===== config.mk =====
export PLATFORM = sky130hd
export DESIGN_NAME = if_fetch
export DESIGN_NICKNAME = d
export VERILOG_FILES = /design/src/rtl/if_fetch_pkg.sv /design/src/rtl/if_fetch_skid.sv /design/src/rtl/if_fetch.sv
export SDC_FILE = /design/constraint.sdc
export NUM_CORES = 1
export LEC_CHECK = 0
export ABC_CLOCK_PERIOD_IN_PS = 2500
export CORE_MARGIN = 2
export CORE_UTILIZATION = 50
export CTS_CLUSTER_DIAMETER = 60
export DETAILED_ROUTE_END_ITERATION = 10
export HOLD_SLACK_MARGIN = 0.06
export PLACE_DENSITY = 0.8
export SYNTH_ARGS = -nofsm -noshare
export SYNTH_HDL_FRONTEND = slang
export SYNTH_SLANG_ARGS = --single-unit

===== constraint.sdc =====
create_clock -name clk -period 2.5 [get_ports clk]
set_clock_uncertainty 0.05 [all_clocks]
set_input_delay 0.25 -clock clk [delete_from_list [all_inputs] [get_ports clk]]
set_output_delay 0.25 -clock clk [all_outputs]
set_load 0.005 [all_outputs]

===== src/rtl/if_fetch_pkg.sv =====
// Shared CPU constants for the instruction fetch stage: bubble instruction,
// reset PC and the fetch FSM encoding.
package if_fetch_pkg;

  localparam logic [15:0] NOP_INST = 16'h0800;
  localparam logic [17:0] PC_RESET = 18'h08000;

  typedef logic [1:0] fetch_state_t;

  localparam fetch_state_t ST_IDLE  = 2'd0;
  localparam fetch_state_t ST_REQ   = 2'd1;
  localparam fetch_state_t ST_WAIT  = 2'd2;
  localparam fetch_state_t ST_FLUSH = 2'd3;

endpackage


===== src/rtl/if_fetch_skid.sv =====
// One-entry skid buffer holding a fetched instruction while decode is stalled.
module if_skid
  import if_fetch_pkg::*;
#(
  parameter int ADDR_W = 18,
  parameter int DATA_W = 16
) (
  input  logic              clk,
  input  logic              rst,
  input  logic              load,
  input  logic              clear,
  input  logic              take,
  input  logic [DATA_W-1:0] data,
  input  logic [ADDR_W-1:0] pc,
  output logic              valid,
  output logic [DATA_W-1:0] q_data,
  output logic [ADDR_W-1:0] q_pc
);

  logic              r_valid;
  logic [DATA_W-1:0] r_data;
  logic [ADDR_W-1:0] r_pc;

  // A flush empties the entry even if a load would happen in the same cycle.
  always_ff @(posedge clk or negedge rst) begin
    if (!rst) begin
      r_valid <= 1'b0;
      r_data  <= DATA_W'(NOP_INST);
      r_pc    <= ADDR_W'(PC_RESET);
    end else if (clear) begin
      r_valid <= 1'b0;
    end else if (load) begin
      r_valid <= 1'b1;
      r_data  <= data;
      r_pc    <= pc;
    end else if (take) begin
      r_valid <= 1'b0;
    end
  end

  assign valid  = r_valid;
  assign q_data = r_data;
  assign q_pc   = r_pc;

endmodule


===== src/rtl/if_fetch.sv =====
// Instruction fetch stage: issues single outstanding reads on the shared bus
// and presents instructions to decode with a one-entry skid for stalls.
module if_fetch
  import if_fetch_pkg::*;
#(
  parameter int                 ADDR_W   = 18,
  parameter int                 DATA_W   = 16,
  parameter logic [DATA_W-1:0]  NOP_INST = DATA_W'(if_fetch_pkg::NOP_INST)
) (
  input  logic              clk,
  input  logic              rst,
  input  logic [ADDR_W-1:0] pc,
  input  logic              pc_jump,
  output logic              pc_write,
  output logic              mem_req,
  output logic [ADDR_W-1:0] mem_addr,
  input  logic              mem_ack,
  input  logic [DATA_W-1:0] mem_rdata,
  input  logic              mem_busy,
  input  logic              id_stall,
  output logic [DATA_W-1:0] inst_out,
  output logic [ADDR_W-1:0] inst_pc,
  output logic              inst_valid
);

  localparam logic [ADDR_W-1:0] PC_INIT = ADDR_W'(PC_RESET);

  fetch_state_t      r_state;
  fetch_state_t      w_next_state;
  logic [ADDR_W-1:0] r_addr;
  logic [DATA_W-1:0] r_inst;
  logic [ADDR_W-1:0] r_inst_pc;
  logic              r_valid;

  logic              w_flush;
  logic              w_issue;
  logic              w_accept;
  logic              w_to_skid;
  logic              w_release;
  logic              w_skid_valid;
  logic [DATA_W-1:0] w_skid_data;
  logic [ADDR_W-1:0] w_skid_pc;

  assign w_flush   = !pc_jump;
  assign w_issue   = (r_state == ST_IDLE) && !mem_busy && pc_jump;
  assign w_accept  = (r_state == ST_REQ) && mem_ack && pc_jump && (!r_valid || !id_stall);
  assign w_to_skid = (r_state == ST_REQ) && mem_ack && pc_jump && r_valid && id_stall;
  assign w_release = (r_state == ST_WAIT) && pc_jump && !id_stall;

  // Combinational outputs are forced to reset values so reset acts before the next edge.
  assign mem_req  = rst && (w_issue || (r_state == ST_REQ) || (r_state == ST_FLUSH));
  assign mem_addr = !rst ? PC_INIT : ((r_state == ST_IDLE) ? pc : r_addr);
  assign pc_write = !rst || !(w_flush || w_accept || w_release);

  always_comb begin
    w_next_state = r_state;
    case (r_state)
      ST_IDLE: begin
        if (w_issue) w_next_state = ST_REQ;
      end
      ST_REQ: begin
        if (w_flush)      w_next_state = mem_ack ? ST_IDLE : ST_FLUSH;
        else if (mem_ack) w_next_state = w_to_skid ? ST_WAIT : ST_IDLE;
      end
      ST_WAIT: begin
        if (w_flush || !id_stall) w_next_state = ST_IDLE;
      end
      ST_FLUSH: begin
        if (mem_ack) w_next_state = ST_IDLE;
      end
      default: w_next_state = ST_IDLE;
    endcase
  end

  always_ff @(posedge clk or negedge rst) begin
    if (!rst) begin
      r_state <= ST_IDLE;
      r_addr  <= PC_INIT;
    end else begin
      r_state <= w_next_state;
      if (w_issue) r_addr <= pc;
    end
  end

  // Output slot: flush wins, then new data, then skid drain, then bubble on consume.
  always_ff @(posedge clk or negedge rst) begin
    if (!rst) begin
      r_inst    <= NOP_INST;
      r_inst_pc <= PC_INIT;
      r_valid   <= 1'b0;
    end else if (w_flush) begin
      r_inst  <= NOP_INST;
      r_valid <= 1'b0;
    end else if (w_accept) begin
      r_inst    <= mem_rdata;
      r_inst_pc <= r_addr;
      r_valid   <= 1'b1;
    end else if (w_release) begin
      r_inst    <= w_skid_data;
      r_inst_pc <= w_skid_pc;
      r_valid   <= w_skid_valid;
    end else if (!id_stall) begin
      r_inst  <= NOP_INST;
      r_valid <= 1'b0;
    end
  end

  if_skid #(
    .ADDR_W (ADDR_W),
    .DATA_W (DATA_W)
  ) u_skid (
    .clk    (clk),
    .rst    (rst),
    .load   (w_to_skid),
    .clear  (w_flush),
    .take   (w_release),
    .data   (mem_rdata),
    .pc     (r_addr),
    .valid  (w_skid_valid),
    .q_data (w_skid_data),
    .q_pc   (w_skid_pc)
  );

  assign inst_out   = r_inst;
  assign inst_pc    = r_inst_pc;
  assign inst_valid = r_valid;

endmodule


Word-level counts from Yosys, hierarchy flattened. Cells that the tools add are included.

Output and inout port bits: 55. Input port bits: 40. Word-level logic and storage cells: 68. Flip-flop bits (word level): 90.

Mux-type cells: 23. Reduce and logical (&&, ||, !) cells: 28. Equality and inequality tests: 9.

Operator list (number): two-way mux 18 bit (4); two-way mux 16 bit (4); two-way mux 2 bit (7); logical AND 1 bit (10); one-hot mux 2 bit (4 select lines) (1); logical OR 1 bit (7); two-way mux 1 bit (7); logical NOT 1 bit (6); == test 2 bit, second input constant (2); != test 2 bit, second input constant (2); != test 4 x 2 -> 1 bit, second input constant (1); AND reduction 2 bit (2); AND reduction 4 bit (1); != test 3 x 1 -> 1 bit, second input constant (1); != test 3 bit, second input constant (1); == test 2 x 1 -> 1 bit, second input constant (1); logical NOT 2 bit (1); != test 2 x 1 -> 1 bit, second input constant (1); nonzero test 2 bit (1).

Longest topological paths before layout. Gate-level depths: netlist of run 1.

Depth after elaboration: 9. Depth in mapped cells: 6. Mapped depth without buffers: 3.

Modules after synthesis. A second synthesis of run 1 with hierarchy kept.

Cell total of the unflattened synthesis: 311. Area, all modules: 4257.8 um^2.

By module, submodules not included: if_fetch (area each 2783.9 um^2, times used 1, sequential area each 1380.1 um^2, cells each 234); if_skid (area each 1473.9 um^2, times used 1, sequential area each 878.3 um^2, cells each 77).

Worst setup path before layout of run 1. No wires, ideal clock.

Kind: reg-to-reg. Start point: register r_state[0]. End point: register r_addr[0]. Stages on the path, launching flop included: 7. Data arrival time: 1.533 ns. Period minus slack after synthesis: 1.708 ns. Setup time: 0.125 ns. Setup slack: 0.792 ns. Data required time: 2.325 ns. Buffers on the path: 3. Cells stage by stage: dfrtp_1 -> buf_6 -> or2_1 -> buf_6 -> nor3b_4 -> buf_6 -> mux2_4.

Longest elaborated chain between the ends: 3.

RTL lines: start, declared (line if_fetch.sv:28) `fetch_state_t r_state;`; start signal, assigned (line if_fetch.sv:80) `r_state <= w_next_state;`; logical NOT 2 bit (line if_fetch.sv:45) `assign w_issue = (r_state == ST_IDLE) && !mem_busy && pc_jump;`; logical AND 1 bit (2 in series) (line if_fetch.sv:45); end signal, assigned (line if_fetch.sv:81) `if (w_issue) r_addr <= pc;`; end, declared (line if_fetch.sv:30) `logic [ADDR_W-1:0] r_addr;`.

No other way between the ends. A chain may end at the register's enable or synchronous reset.

Final worst setup path of run 1.
Start point: register r_state[1]. End point: output mem_req.

Longest elaborated chain between the ends: 6. Elaborated cells between the ends (all ways): 8. Classes of those cells: 2 x eq/ne; 6 x reduce/logical.

RTL lines: logical NOT 2 bit (line if_fetch.sv:45); logical AND 1 bit (2 in series) (line if_fetch.sv:45); logical OR 1 bit (line if_fetch.sv:51) `assign mem_req = rst && (w_issue || (r_state == ST_REQ) || (r_state == ST_FLUSH));`; logical OR 1 bit (*) (line if_fetch.sv:51); logical AND 1 bit (*) (line if_fetch.sv:51); end, declared (line if_fetch.sv:15) `output logic mem_req,`.

Mark *: on every way between the ends. The rest lies on a longest branch, timed or not.

==> impl_metrics.env, run 1 <==
export IMPL_rows=33
export IMPL_gp_congestion=0.784
export IMPL_antenna_found_initial=0
export IMPL_path_buf_inv=2
export IMPL_vdd_ir_drop_max_v=0.000339
export IMPL_setup_viol=0
export IMPL_syn_nets=373
export IMPL_synth_edf_count=0
export IMPL_path_delay_family="buffers and inverters"
export IMPL_ys_top_cells_by_area="dfrtp_1, mux2_2, mux2_4, o32ai_1, a221o_1"
export IMPL_dp_hpwl_um=6270
export IMPL_rr_startpoint="r_state[1]"
export IMPL_status="complete, no violations"
export IMPL_final_antenna_net_count=0
export IMPL_core_area_um2=8090
export IMPL_grt_max_degree=43
export IMPL_clock_sinks=90
export IMPL_reg2regPathDepth=5
export IMPL_boundaryPins=95
export IMPL_drcViolationCount=0
export IMPL_drt_pass1_iterations=4
export IMPL_worst_slew_pin_slew_ns=0.524
export IMPL_dieHeight_um=94.7
export IMPL_synth_cells=333
export IMPL_area_growth_pct=31.4
export IMPL_post_cts_buffers=0
export IMPL_ys_seq_area_frac=0.550
export IMPL_r2r_end="r_addr[5]"
export IMPL_slowest_delay_ns=0.50
export IMPL_vias_per_cell=5.56
export IMPL_clkLatencyLatePin_ns=0.35
export IMPL_dieArea_um2=8960
export IMPL_yosysTopAreaCellShare=0.518
export IMPL_drive_gt1_frac=0.231
export IMPL_syn_area_um2=4110
export IMPL_htree_num_levels=3
export IMPL_yosys_most_used_dff="dfrtp_1"
export IMPL_grt_pass1_wl_um=15400
export IMPL_ys_top_cells_by_count="dfrtp_1, nand2_1, mux2_2"
export IMPL_avgSynthCellArea_um2=12.3
export IMPL_synthArstFlopShare=1.00
export IMPL_cp_endpoint="mem_req"
export IMPL_slew_headroom=0.650
export IMPL_hold_viol_final=0
export IMPL_startpoint="r_state[1]"
export IMPL_cts_tree="yes"
export IMPL_maxCapViolations=0
export IMPL_fin_setup_tns_ns=0
export IMPL_crit_required_ns=2.20
export IMPL_io_buffers=94
export IMPL_power_mw=4.09
export IMPL_ys_warn_count=0
export IMPL_worstHoldPathType="in2async"
export IMPL_startpoint_type="register"
export IMPL_vias=3014
export IMPL_ys_types=35
export IMPL_crit_slowest_cell="clkdlybuf4s50_1"
export IMPL_path_cells="or2_1 -> buf_4 -> nor3b_4 -> o21a_1 -> clkdlybuf4s50_1"
export IMPL_fillers=613
export IMPL_diodes=0
export IMPL_fin_crit_ns=2.38
export IMPL_fin_nets=472
export IMPL_critical_path_class="reg2out"
export IMPL_p_per_area_nw_per_um2=757
export IMPL_cts_root_buf="clkbuf_8"
export IMPL_yosysTopAreaCell="dfrtp_1"
export IMPL_clk_path_buf_depth=2
export IMPL_p_leak_nw=2.42
export IMPL_cp_arrival_ns=2.08
export IMPL_max_freq_mhz=420
export IMPL_drt_wl_total_um=9150
export IMPL_grt_pass1_vias=3054
export IMPL_start_util=0.508
export IMPL_cts_buffers=9
export IMPL_grtUsageTotal=0.221
export IMPL_wl_per_cell_um=16.9
export IMPL_overflow=0
export IMPL_die_x_um=94.7
export IMPL_finalMaxSlewViolations=0
export IMPL_r2r_slack_ns=0.53
export IMPL_cp_depth=5
export IMPL_drt_iter0_drc=147
export IMPL_clk_pin_slew_worst_paths_ns=0.09
export IMPL_rsz0062_at_grt="false"
export IMPL_ys_ff_latch=90
export IMPL_crit_path_end_kind="output port"
export IMPL_yosysMostFrequentCell="dfrtp_1"
export IMPL_min_period_over_period=0.953
export IMPL_critical_path_max_fanout=9
sequential cells by signal (all words and copies together) (netlist names):
signal and flops:
inst_valid 1, u_skid.valid 1, inst_pc 18, inst_out 16, u_skid.q_data 16, u_skid.q_pc 18
r_state 2, r_addr 18
stage by stage:
stage / util / cells / setup slack, ns / area [um2] / hold slack, ns
floorplan: - / 333 / 0.792 / 4110 / -0.0956
global route: 0.667 / 542 / 0.0583 / 5400 / 0.373
global placement: 0.639 / 525 / 0.265 / 5170 / 0.162
finish: 0.667 / 542 / 0.118 / 5400 / 0.340
CTS: 0.667 / 542 / 0.0940 / 5390 / 0.338
detailed placement: 0.639 / 525 / 0.250 / 5170 / 0.173
what timing repair did:
item / in CTS / in global routing
gates resized for setup: 0 / 2
hold buffers: 1 / 0
hold endpoints to repair: 17 / 0
endpoints found under the setup margin: 0 / 2
report_power, final:
| part | internal, mW | switching, mW | leakage (nW) |
|---|---|---|---|
| Sequential | 1.76 | 0.213 | 1.15 |
| Combinational | 0.704 | 0.389 | 1.18 |
| Clock | 0.498 | 0.524 | 0.0995 |
| Total | 2.96 | 1.13 | 2.42 |
cell type report:
| type | instances | area (um2) | area share |
|---|---|---|---|
| clock buffers | 10 | 138 | 0.0255 |
| well taps | 105 | 131 | 0.0243 |
| clock inverters | 6 | 71.3 | 0.0132 |
| flip-flops and latches | 90 | 2260 | 0.418 |
| inverters | 3 | 11.3 | 0.00209 |
| repair buffers | 113 | 1100 | 0.204 |
| multi-input cells | 215 | 1690 | 0.313 |
placed cells by master (no fill, tap or decap), drive strengths merged, types with 2 or more instances in the layout:
cell / count
clkbuf: 10
inv: 5
clkinvlp: 2
or2: 2
mux2: 52
dfstp: 5
dfrtp: 85
nand3: 3
a21boi: 17
clkdlybuf4s50: 93
buf: 19
nor2: 22
a221o: 15
o21ai: 2
nand2: 38
and2: 15
o32ai: 18
a21oi: 18
kinds of logic after synthesis:
| family | after synthesis | synth area share |
|---|---|---|
| buf+inv | 28 | 0.0408 |
| mux | 52 | 0.159 |
| flops | 90 | 0.550 |
| simple gates | 86 | 0.106 |
| compound gates | 77 | 0.145 |
worst min-delay path by stage:
| stage | depth (start not counted) | startpoint | endpoint | slack, ns |
|---|---|---|---|---|
| detailed placement | 1 | rst | u_skid.q_data[9] | 0.17 |
| global route | 2 | rst | u_skid.q_data[9] | 0.37 |
| floorplan | 0 | rst | inst_out[0] | -0.1 |
| CTS | 2 | rst | u_skid.q_data[9] | 0.34 |
| global placement | 1 | rst | u_skid.q_data[9] | 0.16 |
| finish | 2 | rst | u_skid.q_data[9] | 0.34 |
routing by layer:
metal / vias up / part of all wire / GRT usage
met3: 9 / 0.048 / 0.0503
li1: 1401 / - / -
met5: - / 0 / 0
met1: 1528 / 0.46 / 0.320
met4: 0 / 0.0093 / 0.0447
met2: 76 / 0.48 / 0.345
Power figures use the tool's default switching activity.
==> run 2, diff against run 1 <==
- CORE_UTILIZATION: 50 -> 52
- CTS_BUF_LIST: unset -> sky130_fd_sc_hd__clkbuf_4
- PLACE_DENSITY: 0.8 -> 0.83
==> impl_metrics.env, run 2 (synthesized netlist as in run 1, its figures left out) <==
export IMPL_wl_met1_um=4080
export IMPL_rsz0062_at_grt="false"
export IMPL_area_growth_pct=30.5
export IMPL_hold_viol_final=0
export IMPL_power_mw=3.96
export IMPL_wl_met3_um=499
export IMPL_place_ws_ns=0.216
export IMPL_fin_setup_tns_ns=0
export IMPL_rr_startpoint="r_state[0]"
export IMPL_setup_viol=0
export IMPL_finalMaxSlewViolations=0
export IMPL_vias=3032
export IMPL_boundaryPins=95
export IMPL_switchingPower_mw=1.08
export IMPL_critical_path_class="reg2out"
export IMPL_cts_buffers=9
export IMPL_overflow=0
export IMPL_rows=32
export IMPL_p_leak_nw=2.41
export IMPL_wl_per_cell_um=17.4
export IMPL_clkLatencyLatePin_ns=0.42
export IMPL_die_x_um=92.9
export IMPL_drt_wl_total_um=9380
export IMPL_dieArea_um2=8630
export IMPL_critical_path_max_fanout=4
export IMPL_antenna_found_initial=0
export IMPL_status="complete, no violations"
export IMPL_start_util=0.535
export IMPL_vdd_ir_drop_max_v=0.000325
export IMPL_worst_slew_pin_slew_ns=0.531
export IMPL_p_per_area_nw_per_um2=738
export IMPL_dieHeight_um=92.9
export IMPL_drt_iter0_drc=128
export IMPL_grt_pass1_wl_um=15300
export IMPL_final_common_cell="clkdlybuf4s50_1"
export IMPL_cts_tree="yes"
export IMPL_grtUsageTotal=0.226
export IMPL_startpoint_type="register"
export IMPL_p_int_mw=2.88
export IMPL_final_antenna_net_count=0
export IMPL_drcViolationCount=0
export IMPL_startpoint="r_state[0]"
export IMPL_clkPwrFrac=0.222
export IMPL_grt_max_degree=42
export IMPL_fin_ws_ns=0.156
export IMPL_htree_num_levels=3
export IMPL_r2r_slack_ns=0.65
export IMPL_crit_path_end_kind="output port"
export IMPL_crit_required_ns=2.20
export IMPL_final_cell_mix="clkdlybuf4s50_1, dfrtp_1, nand2_1"
export IMPL_met2_length_um=4640
export IMPL_core_area_um2=7690
export IMPL_seqPwrFrac=0.500
export IMPL_p_comb_frac=0.277
export IMPL_fin_nets=472
export IMPL_dp_hpwl_um=6340
export IMPL_fin_crit_ns=2.34
export IMPL_clk_path_buf_depth=2
export IMPL_grt_pass1_vias=3099
export IMPL_vias_per_cell=5.63
export IMPL_io_buffers=94
export IMPL_worstHoldPathType="in2async"
export IMPL_whs_ns=0.245
export IMPL_fillers=561
export IMPL_p_sw_frac=0.272
export IMPL_top_layer="met4"
export IMPL_clk_pin_slew_worst_paths_ns=0.13
export IMPL_cp_arrival_ns=2.04
export IMPL_min_period_over_period=0.938
export IMPL_max_freq_mhz=427
export IMPL_clock_sinks=90
export IMPL_diodes=0
export IMPL_drive_gt1_frac=0.231
export IMPL_drt_pass1_iterations=4
export IMPL_gp_congestion=0.751
export IMPL_cts_root_buf="clkbuf_4"
export IMPL_maxCapViolations=0
export IMPL_slew_headroom=0.646
[run 2: changes by cell type in the layout (fill, tap and decap cells not counted), sizes merged]
| cell | delta |
|---|---|
| bufinv | +1 |
| inv | -2 |
| clkinv | +3 |
| clkinvlp | -2 |
[run 2: what timing repair did]
action | in CTS | in global routing
hold buffers | 1 | 0
resized for setup | 1 | 3
setup buffers | 0 | 5
endpoints found under the hold margin | 18 | 0
endpoints found under the setup margin | 17 | 18
pin swaps | 0 | 1
[run 2: path summary, 6_finish.rpt]
check,cells after the start,endpoint
min in group clk,3,inst_out[11]
setup reg to reg,5,inst_out[10]
setup / recovery,4,mem_req
max in group asynchronous,3,inst_out[11]
hold / removal,2,r_addr[9]
hold reg to reg,2,inst_out[11]
[run 2: metrics by stage]
stage | util | cell area [um2] | cells
CTS | 0.690 | 5300 | 534
detailed placement | 0.668 | 5130 | 517
finish | 0.697 | 5360 | 539
global placement | 0.668 | 5130 | 517
floorplan | - | 4110 | 333
global route | 0.697 | 5360 | 539
[run 2: final cells by class]
cell class	count	area (um2)	area share
clock buffers	10	75.1	0.0140
clock inverters	6	82.6	0.0154
inverters	3	11.3	0.00210
multi-input cells	215	1690	0.315
flip-flops and latches	90	2260	0.422
well taps	102	128	0.0238
repair buffers	113	1120	0.208
[run 2: routing by layer]
layer  track usage  vias to the layer above
li1              -                     1399
met1         0.306                     1528
met2         0.362                       92
met3        0.0415                       13
met4        0.0895                        0
met5             0                        -
[run 2: worst max-delay path: stages, from the launching register on]
cell and delay, ns:
dfrtp_2 0.46, or2_1 0.30, nor3b_4 0.21, o21a_1 0.16, clkdlybuf4s50_1 0.51
[run 2: power groups by stage]
stage	clock (mW)	sequential [mW]	combinational, mW
detailed placement	0	2.01	1.09
global route	0.949	2.02	1.20
floorplan	0	1.96	0.508
global placement	0	1.99	1.05
CTS	0.893	1.98	1.09
finish	0.880	1.98	1.10
==> run 3, diff against run 2 <==
- SLEW_MARGIN: unset -> 5
==> results of run 3 <==
The final DEF is identical to that of run 2; final timing and power are the same.
